File: src/rtl/game_state_sequencer.sv
// Purpose: per-generation sequencer: start cell engine, enforce frame period, copy next-state RAM into VRAM, clear VRAM on request.
// Latency: sim_start_o one cycle after an IDLE exit decision; VRAM writes trail read addresses by RD_LATENCY cycles.
// Backpressure: none; step/clear requests are held as sticky flags until IDLE consumes them, draw is gated off while VRAM is written.
module game_state_sequencer #(
    parameter int ACTIVE_COLUMNS = 640,
    parameter int ACTIVE_ROWS    = 480,
    parameter int ADDR_WIDTH     = $clog2(ACTIVE_COLUMNS * ACTIVE_ROWS),
    parameter int DATA_WIDTH     = 2,
    parameter int RD_LATENCY     = 1,
    parameter int TICK_WIDTH     = 27
) (
    input  logic                  clk_i,
    input  logic                  reset_i,
    input  logic [TICK_WIDTH-1:0] frame_period_i,
    input  logic                  run_i,
    input  logic                  step_i,
    input  logic                  clear_i,
    input  logic                  draw_en_i,
    input  logic                  sim_done_i,
    input  logic [DATA_WIDTH-1:0] ram_rd_data_i,
    output logic                  sim_start_o,
    output logic [ADDR_WIDTH-1:0] ram_rd_address_o,
    output logic [ADDR_WIDTH-1:0] vram_wr_address_o,
    output logic [DATA_WIDTH-1:0] vram_wr_data_o,
    output logic                  vram_wr_en_o,
    output logic                  draw_en_o,
    output logic                  busy_o,
    output logic [15:0]           generation_o
);

    localparam int N     = ACTIVE_COLUMNS * ACTIVE_ROWS;
    // Phase counter must reach N+RD_LATENCY-1 (end of COPY drain).
    localparam int CNT_W = $clog2(N + RD_LATENCY + 1);

    localparam logic [CNT_W-1:0]      COPY_LAST  = CNT_W'(N + RD_LATENCY - 1);
    localparam logic [CNT_W-1:0]      CLEAR_LAST = CNT_W'(N - 1);
    localparam logic [CNT_W-1:0]      ISSUE_END  = CNT_W'(N);
    localparam logic [ADDR_WIDTH-1:0] ADDR_LAST  = ADDR_WIDTH'(N - 1);

    typedef enum logic [2:0] {
        ST_IDLE,
        ST_SIMULATE,
        ST_WAIT,
        ST_COPY,
        ST_CLEAR
    } state_t;

    state_t                  state_q, state_d;
    logic                    step_pend_q, step_pend_d;
    logic                    clear_pend_q, clear_pend_d;
    logic [TICK_WIDTH-1:0]   tick_q, tick_d;
    logic [TICK_WIDTH-1:0]   period_q, period_d;
    logic [15:0]             gen_q, gen_d;
    logic [CNT_W-1:0]        cnt_q, cnt_d;
    logic [ADDR_WIDTH-1:0]   rd_addr_q, rd_addr_d;
    logic [ADDR_WIDTH-1:0]   wr_addr_last_q, wr_addr_last_d;
    logic                    sim_start_q, sim_start_d;

    // Read-latency compensation: valid bit and address travel together.
    logic [RD_LATENCY-1:0]                 pipe_vld_q;
    logic [RD_LATENCY-1:0][ADDR_WIDTH-1:0] pipe_addr_q;

    logic                    issue_vld;
    logic                    copy_wr;
    logic                    clear_wr;
    logic                    wr_en;
    logic [ADDR_WIDTH-1:0]   wr_addr_cur;
    logic [TICK_WIDTH-1:0]   tick_inc;
    logic [TICK_WIDTH:0]     tick_plus1;
    logic                    tick_reach;

    // Saturating tick increment and the "next cycle reaches the period" test.
    // tick_q equals the number of cycles since the sim_start_o cycle, so
    // leaving WAIT when tick_q+1 >= period puts the first COPY cycle exactly
    // frame_period cycles after sim_start_o (or immediately on an overrun).
    always_comb begin
        tick_inc   = (&tick_q) ? tick_q : tick_q + TICK_WIDTH'(1);
        tick_plus1 = {1'b0, tick_q} + (TICK_WIDTH + 1)'(1);
        tick_reach = (tick_plus1 >= {1'b0, period_q});
    end

    // Write-side decode: copy writes come out of the latency pipe, clear writes follow the phase counter.
    always_comb begin
        issue_vld   = (state_q == ST_COPY) && (cnt_q < ISSUE_END);
        copy_wr     = (state_q == ST_COPY) && pipe_vld_q[RD_LATENCY-1];
        clear_wr    = (state_q == ST_CLEAR);
        wr_en       = copy_wr || clear_wr;
        wr_addr_cur = copy_wr ? pipe_addr_q[RD_LATENCY-1] : ADDR_WIDTH'(cnt_q);
    end

    // Next-state logic for the generation FSM and its bookkeeping registers.
    always_comb begin
        state_d        = state_q;
        step_pend_d    = step_pend_q | step_i;
        clear_pend_d   = clear_pend_q | clear_i;
        tick_d         = tick_q;
        period_d       = period_q;
        gen_d          = gen_q;
        cnt_d          = cnt_q;
        rd_addr_d      = rd_addr_q;
        sim_start_d    = 1'b0;
        wr_addr_last_d = wr_en ? wr_addr_cur : wr_addr_last_q;

        case (state_q)
            ST_IDLE: begin
                if (clear_pend_q) begin
                    // Consuming the flag; a request arriving this same cycle is kept.
                    state_d      = ST_CLEAR;
                    clear_pend_d = clear_i;
                    cnt_d        = '0;
                end else if (run_i || step_pend_q) begin
                    state_d     = ST_SIMULATE;
                    sim_start_d = 1'b1;
                    period_d    = frame_period_i;
                    tick_d      = '0;
                    step_pend_d = step_i;
                end
            end
            ST_SIMULATE: begin
                tick_d = tick_inc;
                if (sim_done_i) begin
                    state_d = ST_WAIT;
                end
            end
            ST_WAIT: begin
                tick_d = tick_inc;
                if (tick_reach) begin
                    state_d   = ST_COPY;
                    cnt_d     = '0;
                    rd_addr_d = '0;
                end
            end
            ST_COPY: begin
                cnt_d = cnt_q + CNT_W'(1);
                // Read address parks on the last cell while the pipe drains.
                if (rd_addr_q != ADDR_LAST) begin
                    rd_addr_d = rd_addr_q + ADDR_WIDTH'(1);
                end
                if (cnt_q == COPY_LAST) begin
                    state_d = ST_IDLE;
                    gen_d   = gen_q + 16'd1;
                end
            end
            ST_CLEAR: begin
                cnt_d = cnt_q + CNT_W'(1);
                if (cnt_q == CLEAR_LAST) begin
                    state_d = ST_IDLE;
                    gen_d   = '0;
                end
            end
            default: begin
                state_d = ST_IDLE;
            end
        endcase
    end

    // State and bookkeeping registers; reset abandons any copy or clear in flight.
    always_ff @(posedge clk_i) begin
        if (reset_i) begin
            state_q        <= ST_IDLE;
            step_pend_q    <= 1'b0;
            clear_pend_q   <= 1'b0;
            tick_q         <= '0;
            period_q       <= '0;
            gen_q          <= '0;
            cnt_q          <= '0;
            rd_addr_q      <= '0;
            wr_addr_last_q <= '0;
            sim_start_q    <= 1'b0;
        end else begin
            state_q        <= state_d;
            step_pend_q    <= step_pend_d;
            clear_pend_q   <= clear_pend_d;
            tick_q         <= tick_d;
            period_q       <= period_d;
            gen_q          <= gen_d;
            cnt_q          <= cnt_d;
            rd_addr_q      <= rd_addr_d;
            wr_addr_last_q <= wr_addr_last_d;
            sim_start_q    <= sim_start_d;
        end
    end

    // Delay line matching the next-state RAM read latency.
    always_ff @(posedge clk_i) begin
        if (reset_i) begin
            pipe_vld_q  <= '0;
            pipe_addr_q <= '0;
        end else begin
            pipe_vld_q[0]  <= issue_vld;
            pipe_addr_q[0] <= rd_addr_q;
            for (int i = 1; i < RD_LATENCY; i++) begin
                pipe_vld_q[i]  <= pipe_vld_q[i-1];
                pipe_addr_q[i] <= pipe_addr_q[i-1];
            end
        end
    end

    // Output drive: write port idles at data 0 holding the last address; draw only when VRAM is quiet.
    always_comb begin
        sim_start_o       = sim_start_q;
        ram_rd_address_o  = rd_addr_q;
        vram_wr_en_o      = wr_en;
        vram_wr_address_o = wr_en ? wr_addr_cur : wr_addr_last_q;
        vram_wr_data_o    = copy_wr ? ram_rd_data_i : '0;
        draw_en_o         = draw_en_i && !reset_i &&
                            ((state_q == ST_IDLE) || (state_q == ST_WAIT));
        busy_o            = (state_q != ST_IDLE);
        generation_o      = gen_q;
    end

endmodule

File: config.mk
export PLATFORM = sky130hd
export DESIGN_NAME = game_state_sequencer
export DESIGN_NICKNAME = d
export VERILOG_FILES = /design/src/rtl/game_state_sequencer.sv
export SDC_FILE = /design/constraint.sdc
export NUM_CORES = 1
export LEC_CHECK = 0
export BUFFER_PORTS_ARGS = -buffer_cell sky130_fd_sc_hd__buf_4
export CAP_MARGIN = 20
export CORE_MARGIN = 2
export CORE_UTILIZATION = 47
export DETAILED_ROUTE_END_ITERATION = 16
export PLACE_DENSITY = 0.63
export SYNTH_ARGS = -nofsm -noshare
export SYNTH_HDL_FRONTEND = slang
export SYNTH_SLANG_ARGS = --single-unit
File: constraint.sdc
create_clock -name clk_i -period 4.45 [get_ports clk_i]
set_input_delay 0.445 -clock clk_i [delete_from_list [all_inputs] [get_ports clk_i]]
set_output_delay 0.445 -clock clk_i [all_outputs]
set_load 0.03 [all_outputs]
==> results of run 1 <==
==> flip-flops by register name, summed over array words and instances (netlist names) <==
register	count
sim_start_o	1
wr_addr_last_q	19
clear_pend_q	1
generation_o	16
pipe_addr_q	19
state_q	3
tick_q	27
period_q	27
ram_rd_address_o	19
pipe_vld_q	1
cnt_q	19
step_pend_q	1
==> through the flow <==
stage	util (%)	instance area [um2]	hold WS [ps]	worst slack [ps]	cells
5_1_grt	57.60	9116	253.0	6.709	1252
4_1_cts	56.98	9019	214.5	97.22	1248
2_1_floorplan	-	7565	436.3	755.0	942
6_report	57.60	9116	229.6	298.2	1252
3_5_place_dp	53.34	8442	447.7	126.1	1216
3_3_place_gp	53.34	8442	442.5	248.1	1216
==> timing repair <==
| item | in CTS | in global routing |
|---|---|---|
| endpoints found under the setup margin | 0 | 27 |
| resized for setup | 0 | 10 |
| setup buffers | 0 | 2 |
==> layer usage <==
| layer | GRT usage (%) | routed length, um | vias to the layer above |
|---|---|---|---|
| met2 | 33.73 | 8309 | 198 |
| met5 | 0 | 0 | - |
| met1 | 35.55 | 10080 | 3160 |
| met4 | 6.133 | 229 | 0 |
| li1 | - | - | 3492 |
| met3 | 4.235 | 964 | 20 |
==> layout make-up <==
cell class                      instances  area (um2)
Sequential cell                       153        3064
Inverter                               46       172.7
Clock buffer                           18       439.2
Multi-Input combinational cell        694        4175
Clock inverter                         14       137.6
Timing Repair Buffer                  111       857.1
Tap cell                              216       270.3
Fill cell                            1450        6711
==> kinds of logic (layout without fill, tap and decap cells) <==
family | Yosys count | count (layout) | share of synthesized area [%]
AND/OR/NAND/NOR | 399 | 399 | 25.79
multiplexers | 4 | 4 | 0.5293
flip-flops | 153 | 153 | 40.49
buffers and inverters | 96 | 189 | 5.061
adder cells (fa/ha/maj) | 32 | 32 | 5.293
AO/OA/AOI/OAI | 219 | 220 | 18.33
XOR/XNOR | 39 | 39 | 4.515
==> worst max-delay path by stage <==
stage / startpoint / to / slack [ps] / cells after the start
6_report: tick_q[2] / cnt_q[17] / 300 / 15
5_1_grt: tick_q[2] / cnt_q[17] / 7 / 15
4_1_cts: tick_q[0] / ram_rd_address_o[16] / 100 / 16
3_5_place_dp: tick_q[0] / ram_rd_address_o[16] / 130 / 16
3_3_place_gp: tick_q[0] / ram_rd_address_o[16] / 250 / 16
2_1_floorplan: tick_q[0] / ram_rd_address_o[9] / 760 / 15
==> worst max-delay path, stage by stage, from the launching register on <==
cell,delay (ps)
sky130_fd_sc_hd__dfxtp_1,420
sky130_fd_sc_hd__nand3_1,310
sky130_fd_sc_hd__nor2_4,250
sky130_fd_sc_hd__and3_1,250
sky130_fd_sc_hd__nand3_1,110
sky130_fd_sc_hd__xnor2_1,160
sky130_fd_sc_hd__ha_1,300
sky130_fd_sc_hd__nand4_1,160
sky130_fd_sc_hd__nor2_1,180
sky130_fd_sc_hd__nand3_1,80
sky130_fd_sc_hd__or3_1,410
sky130_fd_sc_hd__a2111oi_4,310
sky130_fd_sc_hd__buf_6,210
sky130_fd_sc_hd__o2111ai_4,210
sky130_fd_sc_hd__or4_1,530
sky130_fd_sc_hd__a21oi_1,160
==> power groups by stage <==
stage / Sequential (mW) / Clock [mW] / Combinational (mW)
2_1_floorplan: 1.51 / 0 / 0.693
3_3_place_gp: 1.56 / 0 / 0.949
3_5_place_dp: 1.56 / 0 / 0.950
4_1_cts: 1.53 / 1.44 / 0.954
5_1_grt: 1.54 / 1.50 / 1.12
6_report: 1.53 / 1.42 / 1.00
==> cell usage in the layout (no fill, tap or decap), drive strengths merged, types with 14 or more instances in the layout <==
cell	instances
ha	32
nor3	20
nor2	63
nand3	42
o21ai	29
nor2b	17
or3	14
buf	111
dfxtp	153
inv	52
and3	19
clkbuf	18
a22oi	22
nand2	158
xnor2	23
a21oi	104
xor2	16
==> qor.log, run 1 <==
INFO  timing         grt_setup_unrepaired=false
INFO  timing         max-slew-margin-rel=27.73%
INFO  cts            clock_root_buffer=sky130_fd_sc_hd__clkbuf_16
INFO  grt            grt_antenna_before_repair=0
INFO  power_and_ir_drop switching_share=35.22%
INFO  setup_path     worstPathRequired=4800ps
INFO  timing         timing.setup.tns=0ps
INFO  setup_path     kind_of_start_point_of_the_critical_path=flip-flop
INFO  synthesis      synthDistinctLibCells=62
INFO  synthesis      synth_commonest_cells=sky130_fd_sc_hd__nand2_1, sky130_fd_sc_hd__dfxtp_1, sky130_fd_sc_hd__a21oi_1
INFO  worst_hold_path hold_path_start=clear_i
INFO  synthesis      synth_top_cell_by_area=sky130_fd_sc_hd__dfxtp_1
INFO  setup_path     crit-reg2reg-capture=cnt_q[17]
INFO  worst_hold_path timing.hold.worst_endpoint=clear_pend_q
INFO  grt            first_global_vias=6131
INFO  synthesis      post_synth_inst_count=942
INFO  synthesis      synth_top_flop_cell=sky130_fd_sc_hd__dfxtp_1
INFO  timing         maxClockFrequency=240.9MHz
INFO  outcome        run_status=completed
INFO  detailed_routing drtPass1Iterations=5
INFO  power_and_ir_drop power.total=3.949mW
INFO  worst_hold_path hold-path-cell-count=3
INFO  power_and_ir_drop power_per_cell_area=433.1nW/um2
INFO  timing         tightest_slew=1083ps
INFO  cts            worst_skew_pair.late_latency=430ps
INFO  setup_path     rr_startpoint=tick_q[2]
INFO  detailed_routing routedWlPerCell=15.64um
INFO  detailed_routing drc=0
INFO  cts            clockBufferDepth=2
INFO  grt            globalRouteTotalUtil=23.31%
INFO  setup_path     timing.critical_path.fanout_max=14
INFO  setup_path     setup_crit_end_kind=flip-flop
INFO  detailed_routing wirelength=19.59mm
INFO  detailed_routing route.antenna.remaining_nets=0
INFO  cts            clock_edge_transition_at_the_registers_on_the_reported_setup_and_hold_paths=60ps
INFO  timing         period_needed=4152ps
INFO  floorplan      placement_rows=46
INFO  cts            holdBufCountCts=0
INFO  timing         share_of_the_clock_period_used_by_the_worst_path=93.30%
INFO  timing         final-hold-violation-count=0
INFO  detailed_routing route.detailed.vias_per_inst=5.487
INFO  power_and_ir_drop power.sequential.fraction=38.7%
INFO  floorplan      die_width=130.9um
INFO  timing         setup_viol=0
INFO  finish         area.growth.synth_to_final=20.51%
INFO  flow_run       timing.max_cap.violations=0
INFO  finish         final_net_count=1091
INFO  floorplan      start_util=47.79%
INFO  setup_path     crit_arrival=4500ps
INFO  grt            first_pass_grt_wire_length=31.55mm
INFO  finish         final_layout_size_suffix_gt1_share=16.02%
INFO  power_and_ir_drop total_switching_power=1.391mW
INFO  setup_path     reg2reg_depth=15
INFO  cts            numCtsBuffers=17
INFO  cts            tritoncts=done
INFO  timing         post_route_skew=15.50ps
INFO  synthesis      post-synth-top-area-fraction=40.49%
INFO  detailed_routing dr.first_iter.drc_count=525
INFO  synthesis      synth-async-reset-ratio=0%
INFO  detailed_routing via_count=6870
INFO  power_and_ir_drop vdd_drop_max=0.3378mV
INFO  synthesis      ys_seq_area_share=40.49%
INFO  power_and_ir_drop p_leak=3.652nW
INFO  finish         antennaDiodeCount=0
INFO  synthesis      synthesis.nets=1010
INFO  setup_path     critPathKind=flip-flop to flip-flop
INFO  placed_design  dp.final_hpwl=13.22mm
INFO  placed_design  port_buffers=95
INFO  placed_design  gpl.final_weighted_congestion=0.8777
INFO  timing         maxSlewViolCount=0
INFO  floorplan      core_area=15830um2
INFO  synthesis      yosysMostFrequentCell=sky130_fd_sc_hd__nand2_1
INFO  synthesis      ys_ff_latch=153
INFO  floorplan      pin_count=96
INFO  setup_path     reg2reg_setup_slack=300ps
INFO  power_and_ir_drop p_int=2.558mW
INFO  cts            clock_sinks=153
INFO  power_and_ir_drop power.share.combinational=25.3%
INFO  floorplan      die_height=130.9um
INFO  synthesis      synth_area_leaders=sky130_fd_sc_hd__dfxtp_1, sky130_fd_sc_hd__nand2_1, sky130_fd_sc_hd__a21oi_1
INFO  worst_hold_path worst_hold_path_type=input port to flip-flop
INFO  synthesis      synth_enable_flop_cells=0
INFO  synthesis      post_synth_instance_area=7565um2
INFO  power_and_ir_drop p_clk_share=35.9%
INFO  grt            final_global_route_overflow_total=0
INFO  synthesis      synthesis.yosys.warnings=0
INFO  synthesis      avgSynthCellArea=8.031um2
INFO  cts            ctsHtreeMaxLevel=4
INFO  floorplan      design.die.area=17130um2
INFO  grt            maximum_number_of_pins_on_one_net_before_global_route_repair=90
Power figures use the tool's default switching activity.
==> run 2: changes to the inputs <==
- CORE_MARGIN: 2 -> 1.5
- RECOVER_POWER: not set -> 100
==> qor.log, run 2 (synthesized netlist as in run 1, its figures left out) <==
INFO  cts            clock_edge_transition_at_the_registers_on_the_reported_setup_and_hold_paths=70ps [about the same]
INFO  grt            final_global_route_overflow_total=0 [unchanged]
INFO  grt            first_global_vias=6221 [+1.5%]
INFO  power_and_ir_drop total_switching_power=1.379mW [-0.84%]
INFO  finish         final_net_count=1092 [+0.092%]
INFO  finish         final_layout_size_suffix_gt1_share=10.70% [-5.3 points]
INFO  timing         post_route_skew=9.229ps [-6.268 ps]
INFO  timing         maxSlewViolCount=81 [+81]
INFO  setup_path     setup_crit_end_kind=flip-flop
INFO  timing         tightest_slew=1911ps [+828.3 ps]
INFO  worst_hold_path worst_hold_path_type=input port to flip-flop
INFO  grt            maximum_number_of_pins_on_one_net_before_global_route_repair=82 [-8.9%]
INFO  power_and_ir_drop power.sequential.fraction=39.3% [+0.6 points]
INFO  detailed_routing route.detailed.vias_per_inst=5.508 [+0.39%]
INFO  placed_design  placed_cells_incl_taps=1218 [+0.16%]
INFO  setup_path     crit_arrival=4470ps [-30 ps]
INFO  power_and_ir_drop power.total=3.841mW [-2.7%]
INFO  detailed_routing routedWlPerCell=15.54um [-0.67%]
INFO  outcome        run_status=finished, violations left
INFO  setup_path     timing.critical_path.fanout_max=12 [-2]
INFO  power_and_ir_drop power_per_cell_area=434.1nW/um2 [+0.22%]
INFO  finish         reg_top3=period_q x27, tick_q x27
INFO  floorplan      die_height=129.9um [-0.76%]
INFO  finish         mostFrequentLayoutCell=sky130_fd_sc_hd__nand2_1
INFO  placed_design  port_buffers=95 [unchanged]
INFO  setup_path     reg2reg_depth=17 [+2]
INFO  detailed_routing drtPass1Iterations=5 [unchanged]
INFO  placed_design  gpl.final_weighted_congestion=0.8947 [+1.9%]
INFO  detailed_routing dr.first_iter.drc_count=497 [-5.3%]
INFO  setup_path     critPathKind=flip-flop to flip-flop
INFO  cts            clock_root_buffer=sky130_fd_sc_hd__clkbuf_16
INFO  power_and_ir_drop p_int=2.462mW [-3.8%]
INFO  placed_design  dp.final_hpwl=13.36mm [+1.1%]
INFO  cts            numCtsBuffers=17 [unchanged]
INFO  finish         final_cell_mix=sky130_fd_sc_hd__nand2_1, sky130_fd_sc_hd__dfxtp_1, sky130_fd_sc_hd__a21oi_1
INFO  grt            grt_antenna_before_repair=0 [unchanged]
INFO  detailed_routing wirelength=19.47mm [-0.59%]
INFO  cts            ctsHtreeMaxLevel=4 [unchanged]
INFO  floorplan      placement_rows=46 [unchanged]
INFO  detailed_routing via_count=6902 [+0.47%]
INFO  detailed_routing route.antenna.remaining_nets=0 [unchanged]
INFO  detailed_routing drc=0 [unchanged]
INFO  floorplan      pin_count=96 [unchanged]
INFO  setup_path     timing.critical_path.from=tick_q[1]
INFO  grt            grt_use_met2=34.45% [+0.72 points]
INFO  power_and_ir_drop switching_share=35.91% [+0.68 points]
INFO  timing         setup_viol=0 [unchanged]
INFO  power_and_ir_drop p_clk_share=35.4% [-0.5 points]
INFO  finish         fillerInstances=1546 [+6.6%]
INFO  power_and_ir_drop vdd_drop_max=0.3098mV [-8.3%]
INFO  setup_path     reg2reg_setup_slack=340ps [+40 ps]
INFO  cts            tritoncts=done
INFO  timing         final-hold-violation-count=0 [unchanged]
INFO  timing         share_of_the_clock_period_used_by_the_worst_path=92.47% [-0.83 points]
INFO  setup_path     kind_of_start_point_of_the_critical_path=flip-flop
INFO  timing         period_needed=4115ps [-36.95 ps]
INFO  timing         worst_hold_slack=244.3ps [+14.73 ps]
INFO  floorplan      die_width=129.9um [-0.76%]
INFO  setup_path     rr_startpoint=tick_q[1]
INFO  floorplan      start_util=47.79% [unchanged]
INFO  floorplan      core_area=15830um2 [unchanged]
INFO  finish         antennaDiodeCount=0 [unchanged]
INFO  timing         timing.setup.tns=0ps [unchanged]
INFO  grt            groute.layer.met1.usage=35.20% [-0.35 points]
INFO  outcome        failed_checks=max-capacitance violations, max-slew violations
INFO  setup_path     timing.critical_path.to=cnt_q[7]
INFO  finish         post-route-util=55.91% [-1.7 points]
INFO  grt            grt.met3_usage=4.633% [+0.40 points]
INFO  grt            globalRouteTotalUtil=23.85% [+0.53 points]
INFO  grt            first_pass_grt_wire_length=31.53mm [about the same]
INFO  setup_path     worstPathRequired=4800ps [about the same]
INFO  finish         area.growth.synth_to_final=16.97%
INFO  timing         grt_setup_unrepaired=false
INFO  cts            clockBufferDepth=2 [unchanged]
INFO  floorplan      design.die.area=16860um2 [-1.5%]
INFO  power_and_ir_drop power.share.combinational=25.3% [about the same]
INFO  cts            worst_skew_pair.late_latency=430ps [about the same]
INFO  timing         max-slew-margin-rel=-27.40% [-55 points]
INFO  flow_run       timing.max_cap.violations=2 [+2]
INFO  setup_path     crit-reg2reg-capture=cnt_q[7]
INFO  power_and_ir_drop p_leak=3.408nW [-6.7%]
INFO  finish         post_layout_nonfiller_instances=1253 [+0.080%]
INFO  cts            clock_sinks=153 [unchanged]
INFO  timing         maxClockFrequency=243.0MHz [+0.90%]
INFO  grt            globalRoute.busiestLayer=met1
## run 2: worst max-delay path: stages, from the launching register on
cell	delay, ps
sky130_fd_sc_hd__dfxtp_1	380
sky130_fd_sc_hd__ha_2	250
sky130_fd_sc_hd__nand2_1	110
sky130_fd_sc_hd__nor2_2	140
sky130_fd_sc_hd__and4_2	300
sky130_fd_sc_hd__nand4_1	130
sky130_fd_sc_hd__xnor2_1	180
sky130_fd_sc_hd__ha_1	310
sky130_fd_sc_hd__nand4_1	150
sky130_fd_sc_hd__nor2_1	180
sky130_fd_sc_hd__nand3_1	90
sky130_fd_sc_hd__or3_1	410
sky130_fd_sc_hd__a2111oi_4	320
sky130_fd_sc_hd__buf_6	210
sky130_fd_sc_hd__o2111ai_4	200
sky130_fd_sc_hd__buf_12	210
sky130_fd_sc_hd__or3_1	330
sky130_fd_sc_hd__a21oi_1	140
## run 2: final cells by class
type | count | area [um2] | share of cell area [%]
well taps | 216 | 270.3 | 3.054
clock inverters | 14 | 116.4 | 1.315
multi-input cells | 693 | 4143 | 46.82
flip-flops and latches | 153 | 3065 | 34.64
repair buffers | 113 | 641.9 | 7.254
clock buffers | 18 | 439.2 | 4.963
inverters | 46 | 172.7 | 1.951
## run 2: power by group through the flow
stage          clock, mW  combinational [mW]  sequential [mW]
2_1_floorplan          0               0.693             1.51
3_3_place_gp           0               0.973             1.54
3_5_place_dp           0               0.972             1.54
4_1_cts             1.38               0.979             1.51
5_1_grt             1.44                1.07             1.52
6_report            1.36               0.972             1.51
## run 2: worst min-delay path by stage
stage               slack [ps]            to               from  cells past startpoint
floorplan                  440  period_q[10]       period_q[10]                      2
global placement           440  period_q[20]       period_q[20]                      2
detailed placement         450  period_q[20]       period_q[20]                      2
CTS                        230  clear_pend_q            clear_i                      3
global route               250   period_q[1]  frame_period_i[1]                      3
finish                     240  clear_pend_q            clear_i                      3
## run 2: per-layer routing
layer  part of all wire [%]  wire (um)
met5                      0          0
met4                    1.4        275
met3                    4.7        907
met2                     43       8300
met1                     51       9988
## run 2: per-stage QoR
| step | instance area [um2] | setup WS [ps] |
|---|---|---|
| global placement | 8457 | 203.9 |
| global route | 8848 | 26.15 |
| detailed placement | 8457 | 76.84 |
| floorplan | 7565 | 755.0 |
| CTS | 9012 | 12.89 |
| finish | 8848 | 335.2 |
## run 2: timing repair
action,4_1_cts,5_1_grt
endpoints found under the setup margin,0,28
buffers inserted,0,3
hold buffers,0,0
gates resized for setup,0,11
hold endpoints to repair,0,0
